===== src/rtl/mips_pkg.sv =====
// rtl/mips_pkg.sv - shared widths, forwarding/hazard enums and helpers for the MIPS-lite core
package mips_pkg;

  localparam int REGADDR    = 5;
  localparam int HALT_DRAIN = 3;

  typedef enum logic [1:0] {
    FWD_NONE = 2'b00,
    FWD_WB   = 2'b01,
    FWD_MEM  = 2'b10
  } FwdSel;

  typedef enum logic [1:0] {
    RUN    = 2'b00,
    DRAIN  = 2'b01,
    HALTED = 2'b10
  } HazState;

  // A later stage supplies a value for src only if it really writes a nonzero register equal to src.
  function automatic logic writes_reg(input logic we,
                                      input logic [REGADDR-1:0] rd,
                                      input logic [REGADDR-1:0] src);
    return we && (rd != '0) && (rd == src);
  endfunction

endpackage


===== src/rtl/ex_hazard_ctrl_if.sv =====
// rtl/ex_hazard_ctrl_if.sv - pipeline-status inputs and hazard-control outputs of ex_hazard_ctrl
interface ex_hazard_ctrl_if
  import mips_pkg::*;
#(
  parameter int CNTW = 16
);
  logic [REGADDR-1:0] id_rs;
  logic [REGADDR-1:0] id_rt;
  logic               id_uses_rs;
  logic               id_uses_rt;
  logic               id_halt;
  logic [REGADDR-1:0] ex_rs;
  logic [REGADDR-1:0] ex_rt;
  logic [REGADDR-1:0] ex_rd;
  logic               ex_memread;
  logic               ex_branch_taken;
  logic [REGADDR-1:0] mem_rd;
  logic [REGADDR-1:0] wb_rd;
  logic               mem_regwrite;
  logic               wb_regwrite;
  logic [1:0]         fwd_a;
  logic [1:0]         fwd_b;
  logic               pc_stall;
  logic               ifid_stall;
  logic               idex_bubble;
  logic               ifid_flush;
  logic               halted;
  logic [CNTW-1:0]    stall_count;
  logic [CNTW-1:0]    flush_count;

  // Pipeline side: reports stage contents, consumes the control decisions.
  modport master (
    output id_rs, id_rt, id_uses_rs, id_uses_rt, id_halt,
    output ex_rs, ex_rt, ex_rd, ex_memread, ex_branch_taken,
    output mem_rd, wb_rd, mem_regwrite, wb_regwrite,
    input  fwd_a, fwd_b, pc_stall, ifid_stall, idex_bubble, ifid_flush,
    input  halted, stall_count, flush_count
  );

  // Controller side.
  modport slave (
    input  id_rs, id_rt, id_uses_rs, id_uses_rt, id_halt,
    input  ex_rs, ex_rt, ex_rd, ex_memread, ex_branch_taken,
    input  mem_rd, wb_rd, mem_regwrite, wb_regwrite,
    output fwd_a, fwd_b, pc_stall, ifid_stall, idex_bubble, ifid_flush,
    output halted, stall_count, flush_count
  );
endinterface


===== src/rtl/ex_hazard_ctrl_fwd_select.sv =====
// rtl/ex_hazard_ctrl_fwd_select.sv - operand forwarding select for one EX source register
module fwd_select
  import mips_pkg::*;
(
  input  logic [REGADDR-1:0] ex_src_i,
  input  logic [REGADDR-1:0] mem_rd_i,
  input  logic               mem_regwrite_i,
  input  logic [REGADDR-1:0] wb_rd_i,
  input  logic               wb_regwrite_i,
  output FwdSel              fwd_o
);

  // MEM holds the younger result, so it wins over WB when both match.
  always_comb begin
    fwd_o = FWD_NONE;
    if (writes_reg(mem_regwrite_i, mem_rd_i, ex_src_i)) begin
      fwd_o = FWD_MEM;
    end else if (writes_reg(wb_regwrite_i, wb_rd_i, ex_src_i)) begin
      fwd_o = FWD_WB;
    end
  end

endmodule


===== src/rtl/ex_hazard_ctrl.sv =====
// rtl/ex_hazard_ctrl.sv - EX-stage forwarding, load-use stall, branch flush and halt-drain controller
module ex_hazard_ctrl
  import mips_pkg::*;
#(
  parameter int CNTW = 16
)(
  input  logic             clk,
  input  logic             reset,
  ex_hazard_ctrl_if.slave  hz
);

  localparam int DW = $clog2(HALT_DRAIN + 1);

  HazState         state_q, state_d;
  logic [DW-1:0]   drain_q, drain_d;
  logic            halted_q;
  logic [CNTW-1:0] stall_count_q, stall_count_d;
  logic [CNTW-1:0] flush_count_q, flush_count_d;
  FwdSel           fwd_a_sel, fwd_b_sel;
  logic            load_use;
  logic            stall_inc, flush_inc;
  logic            pc_stall, ifid_stall, idex_bubble, ifid_flush;

  fwd_select u_fwd_a (
    .ex_src_i       (hz.ex_rs),
    .mem_rd_i       (hz.mem_rd),
    .mem_regwrite_i (hz.mem_regwrite),
    .wb_rd_i        (hz.wb_rd),
    .wb_regwrite_i  (hz.wb_regwrite),
    .fwd_o          (fwd_a_sel)
  );

  fwd_select u_fwd_b (
    .ex_src_i       (hz.ex_rt),
    .mem_rd_i       (hz.mem_rd),
    .mem_regwrite_i (hz.mem_regwrite),
    .wb_rd_i        (hz.wb_rd),
    .wb_regwrite_i  (hz.wb_regwrite),
    .fwd_o          (fwd_b_sel)
  );

  // A load in EX whose destination is read by the ID instruction cannot be forwarded in time.
  always_comb begin
    load_use = hz.ex_memread && (hz.ex_rd != '0) &&
               ((hz.id_uses_rs && (hz.ex_rd == hz.id_rs)) ||
                (hz.id_uses_rt && (hz.ex_rd == hz.id_rt)));
  end

  // Next state and pipeline controls: in RUN a taken branch beats load-use, which beats HALT.
  always_comb begin
    state_d     = state_q;
    drain_d     = drain_q;
    pc_stall    = 1'b0;
    ifid_stall  = 1'b0;
    idex_bubble = 1'b0;
    ifid_flush  = 1'b0;
    stall_inc   = 1'b0;
    flush_inc   = 1'b0;
    case (state_q)
      RUN: begin
        if (hz.ex_branch_taken) begin
          // ID/IF hold wrong-path instructions, so their load-use or HALT is meaningless.
          ifid_flush  = 1'b1;
          idex_bubble = 1'b1;
          flush_inc   = 1'b1;
        end else if (load_use) begin
          pc_stall    = 1'b1;
          ifid_stall  = 1'b1;
          idex_bubble = 1'b1;
          stall_inc   = 1'b1;
        end else if (hz.id_halt) begin
          // HALT itself moves on to EX; everything fetched behind it is discarded.
          pc_stall    = 1'b1;
          ifid_flush  = 1'b1;
          drain_d     = DW'(HALT_DRAIN);
          state_d     = DRAIN;
        end
      end
      DRAIN: begin
        pc_stall    = 1'b1;
        ifid_flush  = 1'b1;
        idex_bubble = 1'b1;
        drain_d     = drain_q - 1'b1;
        if (drain_q <= DW'(1)) begin
          state_d = HALTED;
        end
      end
      HALTED: begin
        pc_stall    = 1'b1;
        ifid_flush  = 1'b1;
        idex_bubble = 1'b1;
      end
      default: begin
        state_d = RUN;
        drain_d = '0;
      end
    endcase
    if (reset) begin
      pc_stall    = 1'b0;
      ifid_stall  = 1'b0;
      idex_bubble = 1'b0;
      ifid_flush  = 1'b0;
    end
  end

  // Statistics counters stick at all-ones instead of wrapping.
  always_comb begin
    stall_count_d = stall_count_q;
    flush_count_d = flush_count_q;
    if (stall_inc && (stall_count_q != '1)) stall_count_d = stall_count_q + CNTW'(1);
    if (flush_inc && (flush_count_q != '1)) flush_count_d = flush_count_q + CNTW'(1);
  end

  // Registered state; halted lags entry into HALTED by one edge.
  always_ff @(posedge clk) begin
    if (reset) begin
      state_q       <= RUN;
      drain_q       <= '0;
      halted_q      <= 1'b0;
      stall_count_q <= '0;
      flush_count_q <= '0;
    end else begin
      state_q       <= state_d;
      drain_q       <= drain_d;
      halted_q      <= (state_q == HALTED);
      stall_count_q <= stall_count_d;
      flush_count_q <= flush_count_d;
    end
  end

  assign hz.fwd_a       = reset ? 2'b00 : 2'(fwd_a_sel);
  assign hz.fwd_b       = reset ? 2'b00 : 2'(fwd_b_sel);
  assign hz.pc_stall    = pc_stall;
  assign hz.ifid_stall  = ifid_stall;
  assign hz.idex_bubble = idex_bubble;
  assign hz.ifid_flush  = ifid_flush;
  assign hz.halted      = halted_q;
  assign hz.stall_count = stall_count_q;
  assign hz.flush_count = flush_count_q;

endmodule


===== src/flat_wrapper.sv =====
// flat-port wrapper written by rule: the top's interface ports become plain ports
module ex_hazard_ctrl_flat import mips_pkg::*;
#(
  parameter int CNTW = 16
)
  (clk, reset, hz_id_rs, hz_id_rt, hz_id_uses_rs, hz_id_uses_rt, hz_id_halt, hz_ex_rs, hz_ex_rt, hz_ex_rd, hz_ex_memread, hz_ex_branch_taken, hz_mem_rd, hz_wb_rd, hz_mem_regwrite, hz_wb_regwrite, hz_fwd_a, hz_fwd_b, hz_pc_stall, hz_ifid_stall, hz_idex_bubble, hz_ifid_flush, hz_halted, hz_stall_count, hz_flush_count);
  ex_hazard_ctrl_if #(.CNTW(CNTW)) hz_i ();
  input  logic clk;
  input  logic reset;
  input wire logic [$bits(hz_i.id_rs)-1:0] hz_id_rs;
  input wire logic [$bits(hz_i.id_rt)-1:0] hz_id_rt;
  input wire logic [$bits(hz_i.id_uses_rs)-1:0] hz_id_uses_rs;
  input wire logic [$bits(hz_i.id_uses_rt)-1:0] hz_id_uses_rt;
  input wire logic [$bits(hz_i.id_halt)-1:0] hz_id_halt;
  input wire logic [$bits(hz_i.ex_rs)-1:0] hz_ex_rs;
  input wire logic [$bits(hz_i.ex_rt)-1:0] hz_ex_rt;
  input wire logic [$bits(hz_i.ex_rd)-1:0] hz_ex_rd;
  input wire logic [$bits(hz_i.ex_memread)-1:0] hz_ex_memread;
  input wire logic [$bits(hz_i.ex_branch_taken)-1:0] hz_ex_branch_taken;
  input wire logic [$bits(hz_i.mem_rd)-1:0] hz_mem_rd;
  input wire logic [$bits(hz_i.wb_rd)-1:0] hz_wb_rd;
  input wire logic [$bits(hz_i.mem_regwrite)-1:0] hz_mem_regwrite;
  input wire logic [$bits(hz_i.wb_regwrite)-1:0] hz_wb_regwrite;
  output wire logic [$bits(hz_i.fwd_a)-1:0] hz_fwd_a;
  output wire logic [$bits(hz_i.fwd_b)-1:0] hz_fwd_b;
  output wire logic [$bits(hz_i.pc_stall)-1:0] hz_pc_stall;
  output wire logic [$bits(hz_i.ifid_stall)-1:0] hz_ifid_stall;
  output wire logic [$bits(hz_i.idex_bubble)-1:0] hz_idex_bubble;
  output wire logic [$bits(hz_i.ifid_flush)-1:0] hz_ifid_flush;
  output wire logic [$bits(hz_i.halted)-1:0] hz_halted;
  output wire logic [$bits(hz_i.stall_count)-1:0] hz_stall_count;
  output wire logic [$bits(hz_i.flush_count)-1:0] hz_flush_count;
  assign hz_i.id_rs = hz_id_rs;
  assign hz_i.id_rt = hz_id_rt;
  assign hz_i.id_uses_rs = hz_id_uses_rs;
  assign hz_i.id_uses_rt = hz_id_uses_rt;
  assign hz_i.id_halt = hz_id_halt;
  assign hz_i.ex_rs = hz_ex_rs;
  assign hz_i.ex_rt = hz_ex_rt;
  assign hz_i.ex_rd = hz_ex_rd;
  assign hz_i.ex_memread = hz_ex_memread;
  assign hz_i.ex_branch_taken = hz_ex_branch_taken;
  assign hz_i.mem_rd = hz_mem_rd;
  assign hz_i.wb_rd = hz_wb_rd;
  assign hz_i.mem_regwrite = hz_mem_regwrite;
  assign hz_i.wb_regwrite = hz_wb_regwrite;
  assign hz_fwd_a = hz_i.fwd_a;
  assign hz_fwd_b = hz_i.fwd_b;
  assign hz_pc_stall = hz_i.pc_stall;
  assign hz_ifid_stall = hz_i.ifid_stall;
  assign hz_idex_bubble = hz_i.idex_bubble;
  assign hz_ifid_flush = hz_i.ifid_flush;
  assign hz_halted = hz_i.halted;
  assign hz_stall_count = hz_i.stall_count;
  assign hz_flush_count = hz_i.flush_count;
  ex_hazard_ctrl #(.CNTW(CNTW)) u_core (.clk(clk), .reset(reset), .hz(hz_i));
endmodule

===== config.mk =====
export PLATFORM = sky130hd
export DESIGN_NAME = ex_hazard_ctrl_flat
export DESIGN_NICKNAME = d
export VERILOG_FILES = /design/src/rtl/mips_pkg.sv /design/src/rtl/ex_hazard_ctrl_if.sv /design/src/rtl/ex_hazard_ctrl_fwd_select.sv /design/src/rtl/ex_hazard_ctrl.sv /design/src/flat_wrapper.sv
export SDC_FILE = /design/constraint.sdc
export NUM_CORES = 1
export LEC_CHECK = 0
export CORE_ASPECT_RATIO = 1.1
export CORE_MARGIN = 4
export CORE_UTILIZATION = 48
export CTS_CLUSTER_DIAMETER = 200
export DETAILED_ROUTE_END_ITERATION = 8
export GPL_TIMING_DRIVEN = 0
export PLACE_DENSITY = 0.82
export SLEW_MARGIN = 0
export SYNTH_ARGS = -nofsm -noshare
export SYNTH_HDL_FRONTEND = slang
export SYNTH_HIERARCHICAL = 1
export SYNTH_SLANG_ARGS = --single-unit

===== constraint.sdc =====
create_clock -name clk -period 5.3 [get_ports clk]
set_clock_uncertainty 0.1 [all_clocks]
set_input_delay 1.06 -clock clk [delete_from_list [all_inputs] [get_ports clk]]
set_output_delay 1.06 -clock clk [all_outputs]
set_load 0.01 [all_outputs]

[Word level (Yosys, flattened, before mapping)]
Cells that the tools add are included.
Storage, ports and cells
  bits in registers: 37
  bits of input ports: 44
  output and inout bits: 41
  word-level logic and storage cells: 77
Operators by class
  $add $sub $neg: 3
  $lt $le $gt $ge: 1
  equality and inequality tests: 14
  muxes and demuxes: 33
  bitwise operators: 1
  reductions and logical operators: 20
Operators by type and width (count)
  adder 16 x 1 -> 16 bit (second input constant): 2
  inequality test 16 bit (second input constant): 2
  == test 5 bit: 6
  two-way mux 2 bit: 11
  two-way mux 1 bit: 17
  nonzero test 5 bit: 3
  logical AND 1 bit: 12
  case mux 2 bit (3 select lines): 2
  inequality test 2 bit (second input constant): 3
  case mux 1 bit (2 select lines): 3
  AND reduction 5 bit: 1
  AND reduction 4 bit: 1
  == test 2 x 1 -> 1 bit (second input constant): 1
  == test 2 bit (second input constant): 1
  <= comparator 2 x 1 -> 1 bit (second input constant): 1
  logical NOT 2 bit: 1
  inequality test 2 x 1 -> 1 bit (second input constant): 1
  OR reduction 2 bit: 1
  subtractor 2 x 1 -> 2 bit (second input constant): 1
  logical OR 1 bit: 1
  NOT 1 bit: 1

[Longest topological paths before layout]
Gate-level depths: netlist of the first run.
  depth after elaboration: 8
  depth in mapped cells: 8
  mapped depth without buffers: 7

[Cells and area by module]
The synthesis of the first run kept the hierarchy.
Modules (own cells, without submodules)
  ex_hazard_ctrl: instances 1, cells an instance 248, area an instance 2026.9 um^2, seq. area each 740.7 um^2
  fwd_select: instances 2, cells an instance 20, area an instance 151.4 um^2, seq. area each 0.0 um^2

[Least setup slack after synthesis of the first run]
No wires, ideal clock.
  kind: input to output
  start point: input port hz_ex_rd[1]
  end point: output port hz_ifid_flush
  arrival time: 2.362 ns
  slack: 1.778 ns
  cell stages on the path: 5
  cell sequence: or4_1 o21ai_1 nand2b_1 nand2_1 a31oi_1
On the way
  word-level cells in the longest chain between the ends: 8
  elaborated cells between the ends (all ways): 12
  classes of those cells: 2 x eq/ne; 4 x mux; 6 x reduce/logical
Ends and longest elaborated chain
  from (decl): line flat_wrapper.sv:17  | input wire logic [$bits(hz_i.ex_rd)-1:0] hz_ex_rd;
  == test 5 bit, on equally long branches: line ex_hazard_ctrl.sv:45, ex_hazard_ctrl.sv:46
  logical AND 1 bit, on equally long branches: line ex_hazard_ctrl.sv:45, ex_hazard_ctrl.sv:46
  logical OR 1 bit: line ex_hazard_ctrl.sv:45  | ((hz.id_uses_rs && (hz.ex_rd == hz.id_rs)) ||
  logical AND 1 bit *: line ex_hazard_ctrl.sv:44  | load_use = hz.ex_memread && (hz.ex_rd != '0) &&
  two-way mux 1 bit *: line ex_hazard_ctrl.sv:66  | end else if (load_use) begin
  two-way mux 1 bit *: line ex_hazard_ctrl.sv:61  | if (hz.ex_branch_taken) begin
  case mux 1 bit (2 select lines) *: line ex_hazard_ctrl.sv:59  | case (state_q)
  two-way mux 1 bit *: line ex_hazard_ctrl.sv:98  | if (reset) begin
  to (decl): line flat_wrapper.sv:29  | output wire logic [$bits(hz_i.ifid_flush)-1:0] hz_ifid_flush;
Every way passes the cells marked *; elsewhere a longest branch is shown, timed or not.

[Final worst setup path of the first run]
Same ends and word-level chain as after synthesis.

==> results.toml, run 1 <==
[die]
die_height_um = 81.1
die-area_sq_um = 6030
die_x_um = 74.4
core_area_sq_um = 4680
core.rowCount = 26
initial_util_pct = 49.7
top_level_ports = 85

[clock_network]
cts.root.buffer_cell = "clkbuf_8"
clockBufferDepth = 2
clock_sinks = 37
cts-hold-fix-buffers = 0
cts_made_buffers = 5
ctsResizeCount = 0
clock_insertion_delay_worst_skew_ns = 0.28
cts_tree = "done"
post_cts_buffers = 0
clkTransAtPathRegs_ns = 0.07
cts_max_level = 2

[timing]
fin_setup_tns_ns = 0
final_max_slew_viol_count = 0
postLayoutSetupSlackWorst_ns = 0.603
final.hold.worst_slack_ns = 0.402
final-hold-violation-count = 0
final.period_utilization_pct = 88.6
rsz0062_at_grt = "false"
layout_min_cycle_time_ns = 4.70
max_slew.worst_pin.slew_ns = 0.792
fmaxAchievable_mhz = 213
finish_stage_setup_viols = 0
max-slew-margin-rel_pct = 46.4

[yosys]
synth_cells = 288
seq_area_frac_synth_pct = 31.8
ys_warn_count = 6
netlist_top_cells_area = "dfxtp_1 32%, xnor2_1 9.8%, xor2_1 5.3%"
synth_top_cell_by_area = "dfxtp_1"
synth_largest_type_area_fraction_pct = 31.8
ys_types = 47
ys_dominant_reg_cell = "dfxtp_1"
postSynthAreaPerCell_sq_um = 8.09
flip_flop_and_latch_count_after_synthesis = 37
postSynth.asyncResetShare_pct = 0
synth_fp_nets = 339
synth_enable_flop_cells = 0
synth.most_common_cell = "dfxtp_1"
synth_commonest_cells = "37 x dfxtp_1, 31 x nor2_1, 26 x xnor2_1"
synth.cell_area_sq_um = 2330

[critical_path]
r2r_setup_slack_ns = 3.02
critPathRequiredTime_ns = 4.14
worstSetupStartpointType = "input port"
r2r_cells = 7
cp-startpoint = "hz_ex_rd[1]"
path_class = "in2out"
cp-end-kind = "primary output"
r2r_end = "u_core/hz.stall_count[15]"
worstReg2RegStart = "u_core/state_q[0]"
crit_path_max_fanout = 6
crit_arrival_ns = 3.54

[hold_path]
number_of_stages_on_the_worst_hold_path = 2
kind_of_path_behind_the_tightest_hold_check = "reg2reg"
min_delay_worst_endpoint = "u_core/hz.stall_count[11]"
hold_path_startpoint = "u_core/hz.stall_count[11]"

[place]
dp_hpwl_mm = 4.81
place_congestion = 0.783
io_buffers = 83
dp_worst_setup_slack_ns = 0.642

[routing]
route.detailed.drc = 0
drt_iter0_markers = 128
routed_wl_mm = 6.31
antenna_violating_nets_post_route = 0
routed-via-count = 2446
routed_via_density = 5.64
routedWlPerCell_um = 14.5
drt_pass1_iterations = 4

[power_and_ir_drop]
leakage_uw = 0.00116
power.ir.vdd_worst_v = 0.000226
power.density_cell_area_nw_per_um2 = 248

[final_layout]
synthToLayoutAreaGrowth_pct = 43.1
antenna_cells_inserted = 0
num-nets-final = 429
fraction_of_final_layout_cells_sized_beyond_drive_strength_1_pct = 5.29
finish.utilization_pct = 71.2

[grt]
grt_residual_overflow = 0
grtUsageTotal_pct = 22.0
vias_in_the_first_global_route = 2414
grt_first_pass_wirelength_mm = 10.6
antenna_found_initial = 0
grt_start_max_net_pins = 12

[status]
result_of_the_run = "finished clean"

[run]
max_cap_violations = 0
routing by layer:
layer  wire, um  track usage (%)
met2       3200             39.8
met1       2560             25.7
met4         85             6.76
met5          0                0
met3        461             4.33
where the power goes:
| group | total, uW | internal, uW | switching (uW) |
|---|---|---|---|
| clock network | 228 | 137 | 91.8 |
| logic | 283 | 137 | 146 |
| registers | 316 | 298 | 17.6 |
| total | 828 | 572 | 256 |
worst max path at each step:
stage	endpoint	slack [ns]	depth (start not counted)
after floorplan	hz_ifid_flush	1.78	5
after global placement	hz_ifid_flush	0.63	7
after detailed placement	hz_idex_bubble	0.64	8
after CTS	hz_ifid_flush	0.61	7
after global routing	hz_ifid_flush	0.48	7
final	hz_ifid_flush	0.60	7
registers in the layout, summed over array words and instances, names as in the netlist:
register / count
u_core/hz.flush_count: 16
u_core/hz.stall_count: 16
u_core/drain_q: 2
u_core/state_q: 2
u_core/hz.halted: 1
stage by stage:
stage               std cells  instance area, sq um  total power, uW
global route              434                  3330              878
CTS                       434                  3330              831
floorplan                 288                  2330              487
finish                    434                  3330              828
global placement          427                  3230              591
detailed placement        427                  3230              601
logic make-up (layout without fill, tap and decap cells):
kind of cell | after synthesis | count (layout) | share of synthesized area, %
and+or+nand+nor | 127 | 127 | 28.1
muxes | 3 | 3 | 1.34
buffers and inverters | 17 | 107 | 2.79
DFF | 37 | 37 | 31.8
xor gates and xnor gates | 40 | 40 | 15.0
AOI/OAI and AO/OA | 57 | 57 | 17.2
adders and majority gates | 7 | 7 | 3.76
cells in the final DEF (no fill, tap or decap), drive strengths merged, types with 2 or more instances in the layout:
| cell type | synthesis | routed |
|---|---|---|
| mux2i | 2 | 2 |
| a31oi | 3 | 3 |
| inv | 10 | 10 |
| and4 | 3 | 3 |
| o31ai | 2 | 2 |
| and3 | 6 | 6 |
| nand3 | 18 | 18 |
| nor4 | 3 | 3 |
| clkbuf | 6 | 11 |
| nand4 | 5 | 5 |
| dfxtp | 37 | 37 |
| or4 | 4 | 4 |
| clkdlybuf4s50 | 0 | 83 |
| nand2 | 26 | 26 |
| xor2 | 14 | 14 |
| a211oi | 4 | 4 |
| a21oi | 18 | 18 |
| nor2b | 7 | 7 |
| nor3 | 11 | 11 |
| nor2 | 31 | 31 |
| xnor2 | 26 | 26 |
| ha | 7 | 7 |
| or3 | 10 | 10 |
| o21ai | 16 | 16 |
| o41ai | 2 | 2 |
layout make-up:
class / instances / area, sq um
clock inverters: 2 / 35.0
inverters: 10 / 37.5
flip-flops and latches: 37 / 741
fillers: 380 / 1350
well taps: 56 / 70.1
repair buffers: 83 / 831
plain buffers: 7 / 27.5
multi-input cells: 234 / 1520
clock buffers: 5 / 68.8
worst max-delay path, cell delays in order:
cell and delay (ns):
clkdlybuf4s50_1 0.47, or4_1 0.55, o21ai_1 0.28, nand2b_1 0.30, nand2_1 0.14, a31oi_1 0.19, clkdlybuf4s50_1 0.56
(Power assumes the default switching activity.)
==> run 2: changes to the inputs <==
--- a/config.mk
+++ b/config.mk
@@ -5,6 +5,7 @@
 export SDC_FILE = /design/constraint.sdc
 export NUM_CORES = 1
 export LEC_CHECK = 0
+export ABC_CLOCK_PERIOD_IN_PS = 5300
 export CORE_ASPECT_RATIO = 1.1
 export CORE_MARGIN = 4
 export CORE_UTILIZATION = 48
==> results of run 2 <==
Same layout as run 1: the final DEF is identical, and so are final timing and power.
